$ cat src/rtl/rst_seq_pkg.sv
// Shared state encoding and counter widths for the staged reset sequencer.
package rst_seq_pkg;

   typedef enum logic [2:0] {
      S_WAIT_LOCK = 3'd0,
      S_HOLD      = 3'd1,
      S_REL       = 3'd2,
      S_WAIT_ACK  = 3'd3,
      S_DLY       = 3'd4,
      S_DONE      = 3'd5,
      S_FAULT     = 3'd6
   } rst_seq_state_t;

   localparam int TO_W    = 16;
   localparam int DLY_W   = 8;
   localparam int RETRY_W = 4;

endpackage

$ cat src/rtl/rst_seq_sync.sv
// Parameterised-width 2-flop synchronizer; both stages reset to 0.
module rst_seq_sync #(
   parameter int W = 1
) (
   input  logic         clk,
   input  logic         rst,
   input  logic [W-1:0] d,
   output logic [W-1:0] q
);

   logic [W-1:0] meta;

   always_ff @(posedge clk or posedge rst) begin
      if (rst) begin
         meta <= '0;
         q    <= '0;
      end else begin
         meta <= d;
         q    <= meta;
      end
   end

endmodule

$ cat src/rtl/rst_sequencer.sv
// Staged reset controller: releases stage resets in order after PLL lock, one per ack.
// Define RST_SEQ_SYNC_EN to pass locked/stage_ack through 2-flop synchronizers.
module rst_sequencer
   import rst_seq_pkg::*;
#(
   parameter int NUM_STAGES  = 4,
   parameter int HOLD_CYC    = 10,
   parameter int STAGE_DLY   = 8,
   parameter int ACK_TIMEOUT = 1000,
   parameter int MAX_RETRY   = 3
) (
   input  logic                  clk,
   input  logic                  rst,
   input  logic                  locked,
   input  logic                  sw_rst_req,
   input  logic [NUM_STAGES-1:0] stage_ack,
   output logic [NUM_STAGES-1:0] stage_rst,
   output logic                  all_ready,
   output logic                  busy,
   output logic                  fault,
   output logic [3:0]            retry_cnt
);

   localparam int KW = (NUM_STAGES > 1) ? $clog2(NUM_STAGES) : 1;
   localparam logic [NUM_STAGES-1:0] ALL1 = '1;
   localparam logic [DLY_W-1:0] HOLD_LAST = DLY_W'(HOLD_CYC - 1);
   localparam logic [DLY_W-1:0] DLY_LAST  = (STAGE_DLY > 0) ? DLY_W'(STAGE_DLY - 1) : '0;
   localparam logic [TO_W-1:0]  TO_LAST   = TO_W'(ACK_TIMEOUT - 1);
   localparam logic [KW-1:0]    K_LAST    = KW'(NUM_STAGES - 1);

   logic                  locked_s;
   logic [NUM_STAGES-1:0] ack_s;

`ifdef RST_SEQ_SYNC_EN
   rst_seq_sync #(.W(NUM_STAGES + 1)) u_sync (
      .clk (clk),
      .rst (rst),
      .d   ({stage_ack, locked}),
      .q   ({ack_s, locked_s})
   );
`else
   assign locked_s = locked;
   assign ack_s    = stage_ack;
`endif

   rst_seq_state_t        state, nxt;
   logic [DLY_W-1:0]      dly_cnt, dly_nxt;
   logic [TO_W-1:0]       to_cnt, to_nxt;
   logic [KW-1:0]         k, k_nxt;
   logic [RETRY_W-1:0]    retry_nxt;
   logic [NUM_STAGES-1:0] stage_rst_nxt;

   always_ff @(posedge clk or posedge rst) begin
      if (rst) begin
         state     <= S_WAIT_LOCK;
         dly_cnt   <= '0;
         to_cnt    <= '0;
         k         <= '0;
         retry_cnt <= '0;
         stage_rst <= '1;
         all_ready <= 1'b0;
         busy      <= 1'b0;
         fault     <= 1'b0;
      end else begin
         state     <= nxt;
         dly_cnt   <= dly_nxt;
         to_cnt    <= to_nxt;
         k         <= k_nxt;
         retry_cnt <= retry_nxt;
         stage_rst <= stage_rst_nxt;
         all_ready <= (nxt == S_DONE);
         busy      <= (nxt inside {S_HOLD, S_REL, S_WAIT_ACK, S_DLY});
         fault     <= (nxt == S_FAULT);
      end
   end

   always_comb begin
      nxt       = state;
      dly_nxt   = dly_cnt;
      to_nxt    = to_cnt;
      k_nxt     = k;
      retry_nxt = retry_cnt;
      // Lock loss outranks everything, then software restart.
      if (!locked_s) begin
         nxt       = S_WAIT_LOCK;
         dly_nxt   = '0;
         to_nxt    = '0;
         k_nxt     = '0;
         retry_nxt = '0;
      end else if (sw_rst_req && state != S_WAIT_LOCK) begin
         nxt       = S_HOLD;
         dly_nxt   = '0;
         to_nxt    = '0;
         k_nxt     = '0;
         retry_nxt = '0;
      end else begin
         case (state)
            S_WAIT_LOCK: begin
               nxt     = S_HOLD;
               dly_nxt = '0;
               k_nxt   = '0;
            end
            S_HOLD: begin
               if (dly_cnt >= HOLD_LAST) begin
                  nxt     = S_REL;
                  dly_nxt = '0;
                  k_nxt   = '0;
               end else if (dly_cnt != '1) begin
                  dly_nxt = dly_cnt + DLY_W'(1);
               end
            end
            S_REL: begin
               nxt    = S_WAIT_ACK;
               to_nxt = '0;
            end
            S_WAIT_ACK: begin
               // Ack is checked before the timeout so a same-cycle ack wins.
               if (ack_s[k]) begin
                  nxt     = (k == K_LAST) ? S_DONE : S_DLY;
                  dly_nxt = '0;
                  if (k == K_LAST) retry_nxt = '0;
               end else if (to_cnt >= TO_LAST) begin
                  if (retry_cnt < RETRY_W'(MAX_RETRY)) begin
                     nxt       = S_HOLD;
                     dly_nxt   = '0;
                     k_nxt     = '0;
                     retry_nxt = retry_cnt + RETRY_W'(1);
                  end else begin
                     nxt = S_FAULT;
                  end
               end else if (to_cnt != '1) begin
                  to_nxt = to_cnt + TO_W'(1);
               end
            end
            S_DLY: begin
               if (dly_cnt >= DLY_LAST) begin
                  nxt     = S_REL;
                  dly_nxt = '0;
                  k_nxt   = k + KW'(1);
               end else if (dly_cnt != '1) begin
                  dly_nxt = dly_cnt + DLY_W'(1);
               end
            end
            default: ;
         endcase
      end

      case (nxt)
         S_REL, S_WAIT_ACK, S_DLY: stage_rst_nxt = ALL1 << (int'(k_nxt) + 1);
         S_DONE:                   stage_rst_nxt = '0;
         default:                  stage_rst_nxt = ALL1;
      endcase
   end

endmodule

$ cat config.mk
export PLATFORM = sky130hd
export DESIGN_NAME = rst_sequencer
export DESIGN_NICKNAME = d
export VERILOG_FILES = /design/src/rtl/rst_seq_pkg.sv /design/src/rtl/rst_seq_sync.sv /design/src/rtl/rst_sequencer.sv
export SDC_FILE = /design/constraint.sdc
export NUM_CORES = 1
export LEC_CHECK = 0
export ABC_AREA = 1
export CAP_MARGIN = 40
export CORE_AREA = 2 2 84 70
export CTS_BUF_LIST = sky130_fd_sc_hd__clkbuf_2
export DETAILED_ROUTE_END_ITERATION = 16
export DIE_AREA = 0 0 86 72
export PLACE_DENSITY = 0.62
export SYNTH_ARGS = -nofsm -noshare
export SYNTH_HDL_FRONTEND = slang
export SYNTH_SLANG_ARGS = --single-unit
$ cat constraint.sdc
create_clock -name clk -period 3.4 [get_ports clk]
set_input_delay 0.68 -clock clk [delete_from_list [all_inputs] [get_ports clk]]
set_output_delay 0.68 -clock clk [all_outputs]
set_load 0.005 [all_outputs]
==> results of run 1 <==
-- state kept, by name, summed over array words and instances (netlist names) --
name	flops
to_cnt	16
dly_cnt	8
retry_cnt	4
stage_rst	4
state	3
k	2
all_ready	1
busy	1
fault	1
-- kinds of logic after synthesis --
kind of cell / count (synthesis)
simple gates: 147
compound gates: 24
fa+ha+maj: 6
xor+xnor: 6
flops: 40
buf+inv: 46
-- power breakdown --
group / total (mW) / leakage, nW / switching (mW) / internal (mW)
clock network: 0.202 / 0.0281 / 0.152 / 0.0497
registers: 0.501 / 0.539 / 0.0106 / 0.490
logic: 0.167 / 0.719 / 0.107 / 0.0602
-- metrics by stage --
stage / instances / setup WS, ns
6_report: 360 / 1.29
4_1_cts: 360 / 1.25
3_3_place_gp: 352 / 1.18
3_5_place_dp: 352 / 1.16
5_1_grt: 360 / 1.19
2_1_floorplan: 269 / 1.76
-- cell type report --
cell class	instances	area (sq um)
Timing Repair Buffer	19	188
Fill cell	514	2660
Clock buffer	6	30.0
Multi-Input combinational cell	183	1160
Clock inverter	2	7.51
Inverter	45	184
Tap cell	65	81.3
Sequential cell	40	1010
-- worst paths after layout --
check / to / slack, ns / depth (start not counted)
worst max-delay path: stage_rst[0] / 1.29 / 1
worst min-delay path: to_cnt[13]$_DFFE_PP0P_ / 0.51 / 2
worst max register to register: stage_rst[3]$_DFF_PP1_ / 1.48 / 11
worst min register to register: to_cnt[13]$_DFFE_PP0P_ / 0.51 / 2
max in group asynchronous: stage_rst[1]$_DFF_PP1_ / 2.34 / 3
min in group asynchronous: retry_cnt[2]$_DFFE_PP0P_ / 0.69 / 3
-- worst register-to-register path, cell delays in order, from the launching register on --
cell and delay (ns):
dfrtp_1 0.45, ha_1 0.23, nand2_1 0.14, nand2_1 0.07
nor3_1 0.30, nand2_1 0.12, a21oi_1 0.15, nor2_1 0.06
nand2_1 0.06, nand2_1 0.12, nand2_4 0.12, nand3_2 0.07
-- cells in the final DEF, fill, tap and decap left out, types with 4 or more instances in the layout --
cell             instances
nand3_2                  9
nor2_4                   8
dfstp_2                  4
nor3_1                   4
o21ai_1                  4
nand2_1                 45
nand3_1                 14
ha_1                     6
nand2_4                  9
a21oi_1                 10
clkdlybuf4s50_1         18
nand2_2                 10
nor2_2                   5
clkbuf_2                 6
nor2_1                  33
inv_2                    5
inv_1                   36
dfrtp_1                 36
-- per-layer routing --
| layer | wire [um] | vias to the layer above | track usage [%] |
|---|---|---|---|
| li1 | - | 893 | - |
| met5 | 0 | - | 0 |
| met4 | 52 | 0 | 4.76 |
| met2 | 1690 | 26 | 20.5 |
| met3 | 189 | 5 | 3.19 |
| met1 | 2500 | 776 | 24.6 |
==> flow_summary.ini, run 1 <==
[status]
run_status = completed

[route]
vias_per_cell = 4.72
wl_per_cell_um = 12.3
route.final.wire_length_um = 4430
ant_nets = 0
drt-pass1-iter-count = 4
drc_errors = 0
via_count = 1700
first_iter_violations = 84

[floorplanning]
rows = 24
dieHeight_um = 72
dieArea_sq_mm = 0.00619
io_pins = 19
die_w_um = 86
core_area_sq_mm = 0.00532
start_util_pct = 44.3

[sta]
fin_setup_tns_ns = 0
hold_viol = 0
grt_setup_unrepaired = no
worstMarginPinSlew_ns = 0.500
fmax_mhz = 474
final.period_utilization_pct = 62.0
setup_viol = 0
skew_ns = 0.0234
layout_min_cycle_time_ns = 2.11
holdWs_ns = 0.508
slew-limit-headroom_pct = 66.7
drv_slew = 0

[yosys]
yosysTopAreaCell = dfrtp_1
yosysSeqAreaShare_pct = 42.7
synth_compound_area_share_pct = 6.70
yosys_most_used_dff = dfrtp_1
synth.most_common_cell = nand2_1
synth_top_family_by_area = simple AND/OR/NAND/NOR gates
yosysWarnings = 0
netlist_area_sq_mm = 0.00235
synth_fa_ha_area_share_pct = 3.19
ys_ff_latch = 40
synth-edff-count = 0
async_flop_share_pct = 100
yosysTopAreaCellShare_pct = 38.3
yosys.area_share.simple_pct = 37.0
synth_common_cells = 45 x nand2_1, 36 x dfrtp_1, 36 x inv_1
yosys.area_share.xor_xnor_pct = 2.23
muxShareOfSynthArea_pct = 0
synth_nets = 283
ys_types = 35
yosys-top-cells-area = dfrtp_1 38%, nand2_1 7.2%, inv_1 5.7%
synth_cells = 269
syn-mean-instance-area_sq_um = 8.75

[clock_network]
htreeDepth = 2
post_cts_buffers = 0
cts_resized = 0
cts-root-buf = clkbuf_2
cts_buffer_depth = 2
cts_tree = yes
clkSinkCount = 40
clk_latency_ns = 0.38
path_clk_slew_ns = 0.20
cts_hold_buf = 0
cts_buffers = 5

[setup_path]
cp_max_fo = 1
crit_path_end_kind = output port
cp.required_ns = 2.72
path_buf_inv = 1
worstPathCellList = clkdlybuf4s50_1
cp.arrival_ns = 1.43
cpLargestDelayFamily = flip-flops
worstReg2RegStart = dly_cnt[0]$_DFFE_PP0P_
slowest_stage = dfstp_2
crit_path_max_incr_delay_ns = 0.56
worstSetupPathType = flip-flop to output port
cp-start-kind = flip-flop
crit_path_start = stage_rst[0]$_DFF_PP1_

[grt]
antenna_found_initial = 0
grt_max_degree = 41
grt_overflow_total = 0
grt_first_pass_wirelength_um = 7550
globalRouteTotalUtil_pct = 15.4
grt_pass1_vias = 1631

[place]
hpwlAfterDp_um = 3280
port_buffers = 18
gp_congestion = 0.806
placedInstanceArea_sq_mm = 0.00262

[power]
p_total_mw = 0.870
vdd_drop_max_mv = 0.179
power_per_cell_area_mw_per_mm2 = 328
p_leak_nw = 1.29

[cells_and_area]
utilization_pct = 49.9
area_growth_pct = 12.7
n_antenna_cell = 0
final_area_sq_mm = 0.00265
nets = 308
drive_above_1_share_pct = 24.1

[worst_hold_path]
holdCritPathClass = flip-flop to flip-flop
hp-start = to_cnt[13]$_DFFE_PP0P_

[flow_run]
cap_violations = 0
Power figures use the tool's default switching activity.
==> run 2, diff against run 1 <==
- clock period: 3.4 -> 2.2 ns (I/O delays scaled with it)
==> run 2 against run 1 <==
- final cell count is 0.28% higher
- first-iteration DRC count is 27% higher
- design area is 0.52% higher
- wire length down 1.9%
- total power grew 56%
==> flow_summary.ini, run 2 (same netlist as run 1, synthesis figures left out) <==
[cells_and_area]
drive_above_1_share_pct = 24.7
reg_top3 = to_cnt x16, dly_cnt x8
area_growth_pct = 13.3
final_area_sq_mm = 0.00267
nets = 309
mostFrequentLayoutCells = 45 x nand2_1, 36 x inv_1, 36 x dfrtp_1
n_antenna_cell = 0
largest_reg_flops = 16
max_flop_register = to_cnt
fillers = 521
layout_commonest_cell = nand2_1
final_cells = 361

[floorplanning]
start_util_pct = 44.3
core_area_sq_mm = 0.00532
dieHeight_um = 72
die_w_um = 86
dieArea_sq_mm = 0.00619
rows = 24
io_pins = 19

[sta]
final.period_utilization_pct = 90.4
setup_viol = 0
hold_viol = 0
grt_setup_unrepaired = no
skew_ns = 0.0268
fmax_mhz = 503
slew-limit-headroom_pct = 66.6
fin_setup_tns_ns = 0
drv_slew = 0
layout_min_cycle_time_ns = 1.99
worstMarginPinSlew_ns = 0.501

[setup_path]
cp.required_ns = 2.58
cpLargestDelayFamily = simple AND/OR/NAND/NOR gates
r2r_setup_slack_ns = 0.21
worstPathCellList = ha_1 -> nand2_1 -> nand2_1 -> nor3_1 -> nand2_1 -> a21oi_1 -> nor2_1 -> nand2_1 -> nand2_1 -> nand2_4 -> nand3_2
path_buf_inv = 0
cp.arrival_ns = 2.37
crit_path_max_incr_delay_ns = 0.46
slowest_stage = dfrtp_1
rr_worst_depth = 11
crit_path_start = dly_cnt[0]$_DFFE_PP0P_
cpMostUsedCell = nand2_1
worstSetupPathType = flip-flop to flip-flop
crit_path_end_kind = flip-flop
r2r_end = stage_rst[3]$_DFF_PP1_
worstReg2RegStart = dly_cnt[0]$_DFFE_PP0P_
cp_max_fo = 4
cp-start-kind = flip-flop

[flow_run]
cap_violations = 0

[clock_network]
post_cts_buffers = 0
cts_hold_buf = 0
cts_tree = yes
clk_latency_ns = 0.42
clkSinkCount = 40
cts_buffer_depth = 2
cts_resized = 0
path_clk_slew_ns = 0.22
cts-root-buf = clkbuf_2
htreeDepth = 2
cts_buffers = 5

[power]
power_per_cell_area_mw_per_mm2 = 509
p_leak_nw = 1.28
vdd_drop_max_mv = 0.255

[place]
dp_cells = 353
placedInstanceArea_sq_mm = 0.00262
hpwlAfterDp_um = 3300
port_buffers = 18
gp_congestion = 0.777

[route]
first_iter_violations = 107
wl_per_cell_um = 12.0
ant_nets = 0
via_count = 1705
route.final.wire_length_um = 4350
drc_errors = 0
drt-pass1-iter-count = 4
vias_per_cell = 4.72

[status]
run_status = completed

[grt]
grt_max_degree = 41
grt_pass1_vias = 1607
antenna_found_initial = 0
globalRouteTotalUtil_pct = 15.6
grt_first_pass_wirelength_um = 7510
grt_overflow_total = 0

[worst_hold_path]
holdCritPathClass = primary input to asynchronous set/reset pin
## run 2: changes by cell type in the layout (fill, tap and decap cells not counted), sizes merged
cell	change
clkbuf	-1
clkinvlp	+2
buf	+1
clkinv	-1
## run 2: layout make-up
class	count	area [sq um]	area share [%]
multi-input combinational	183	1160	43.4
timing repair buffer	20	195	7.32
tap	65	81.3	3.05
inverter	45	184	6.90
clock inverter	3	18.8	0.704
sequential	40	1010	37.7
clock buffer	5	25.0	0.939
## run 2: how the worst max path moves through the flow
stage | endpoint | slack [ns] | depth (start not counted)
2_1_floorplan | stage_rst[3]$_DFF_PP1_ | 0.59 | 11
3_3_place_gp | retry_cnt[0]$_DFFE_PP0P_ | 0.25 | 12
3_5_place_dp | to_cnt[6]$_DFFE_PP0P_ | 0.20 | 11
4_1_cts | stage_rst[3]$_DFF_PP1_ | 0.25 | 11
5_1_grt | stage_rst[3]$_DFF_PP1_ | 0.11 | 11
6_report | stage_rst[3]$_DFF_PP1_ | 0.21 | 11
## run 2: worst reg2reg max path, stage by stage (launching register included)
cell and delay, ns:
dfrtp_1 0.46, ha_1 0.23, nand2_1 0.14, nand2_1 0.07, nor3_1 0.31, nand2_1 0.15
a21oi_1 0.17, nor2_1 0.06, nand2_1 0.05, nand2_1 0.13, nand2_4 0.13, nand3_2 0.07
## run 2: metal layers
layer	track usage, %	share of wire, %
met1	24.1	56
met2	20.8	39
met4	6.88	1.5
met3	3.07	3.6
met5	0	0
## run 2: power breakdown
group	internal (mW)	switching (mW)
clock	0.0735	0.249
combinational	0.0942	0.165
sequential	0.758	0.0161
total	0.926	0.430
## run 2: stage by stage
step           hold WS [ns]  setup slack [ns]  total power, mW  util, %
3_3_place_gp          0.475             0.254             1.05     49.3
4_1_cts               0.405             0.246             1.38     50.2
2_1_floorplan         0.460             0.588            0.974        -
5_1_grt               0.477             0.106             1.44     50.2
6_report              0.408             0.210             1.36     50.2
3_5_place_dp          0.483             0.203             1.05     49.3
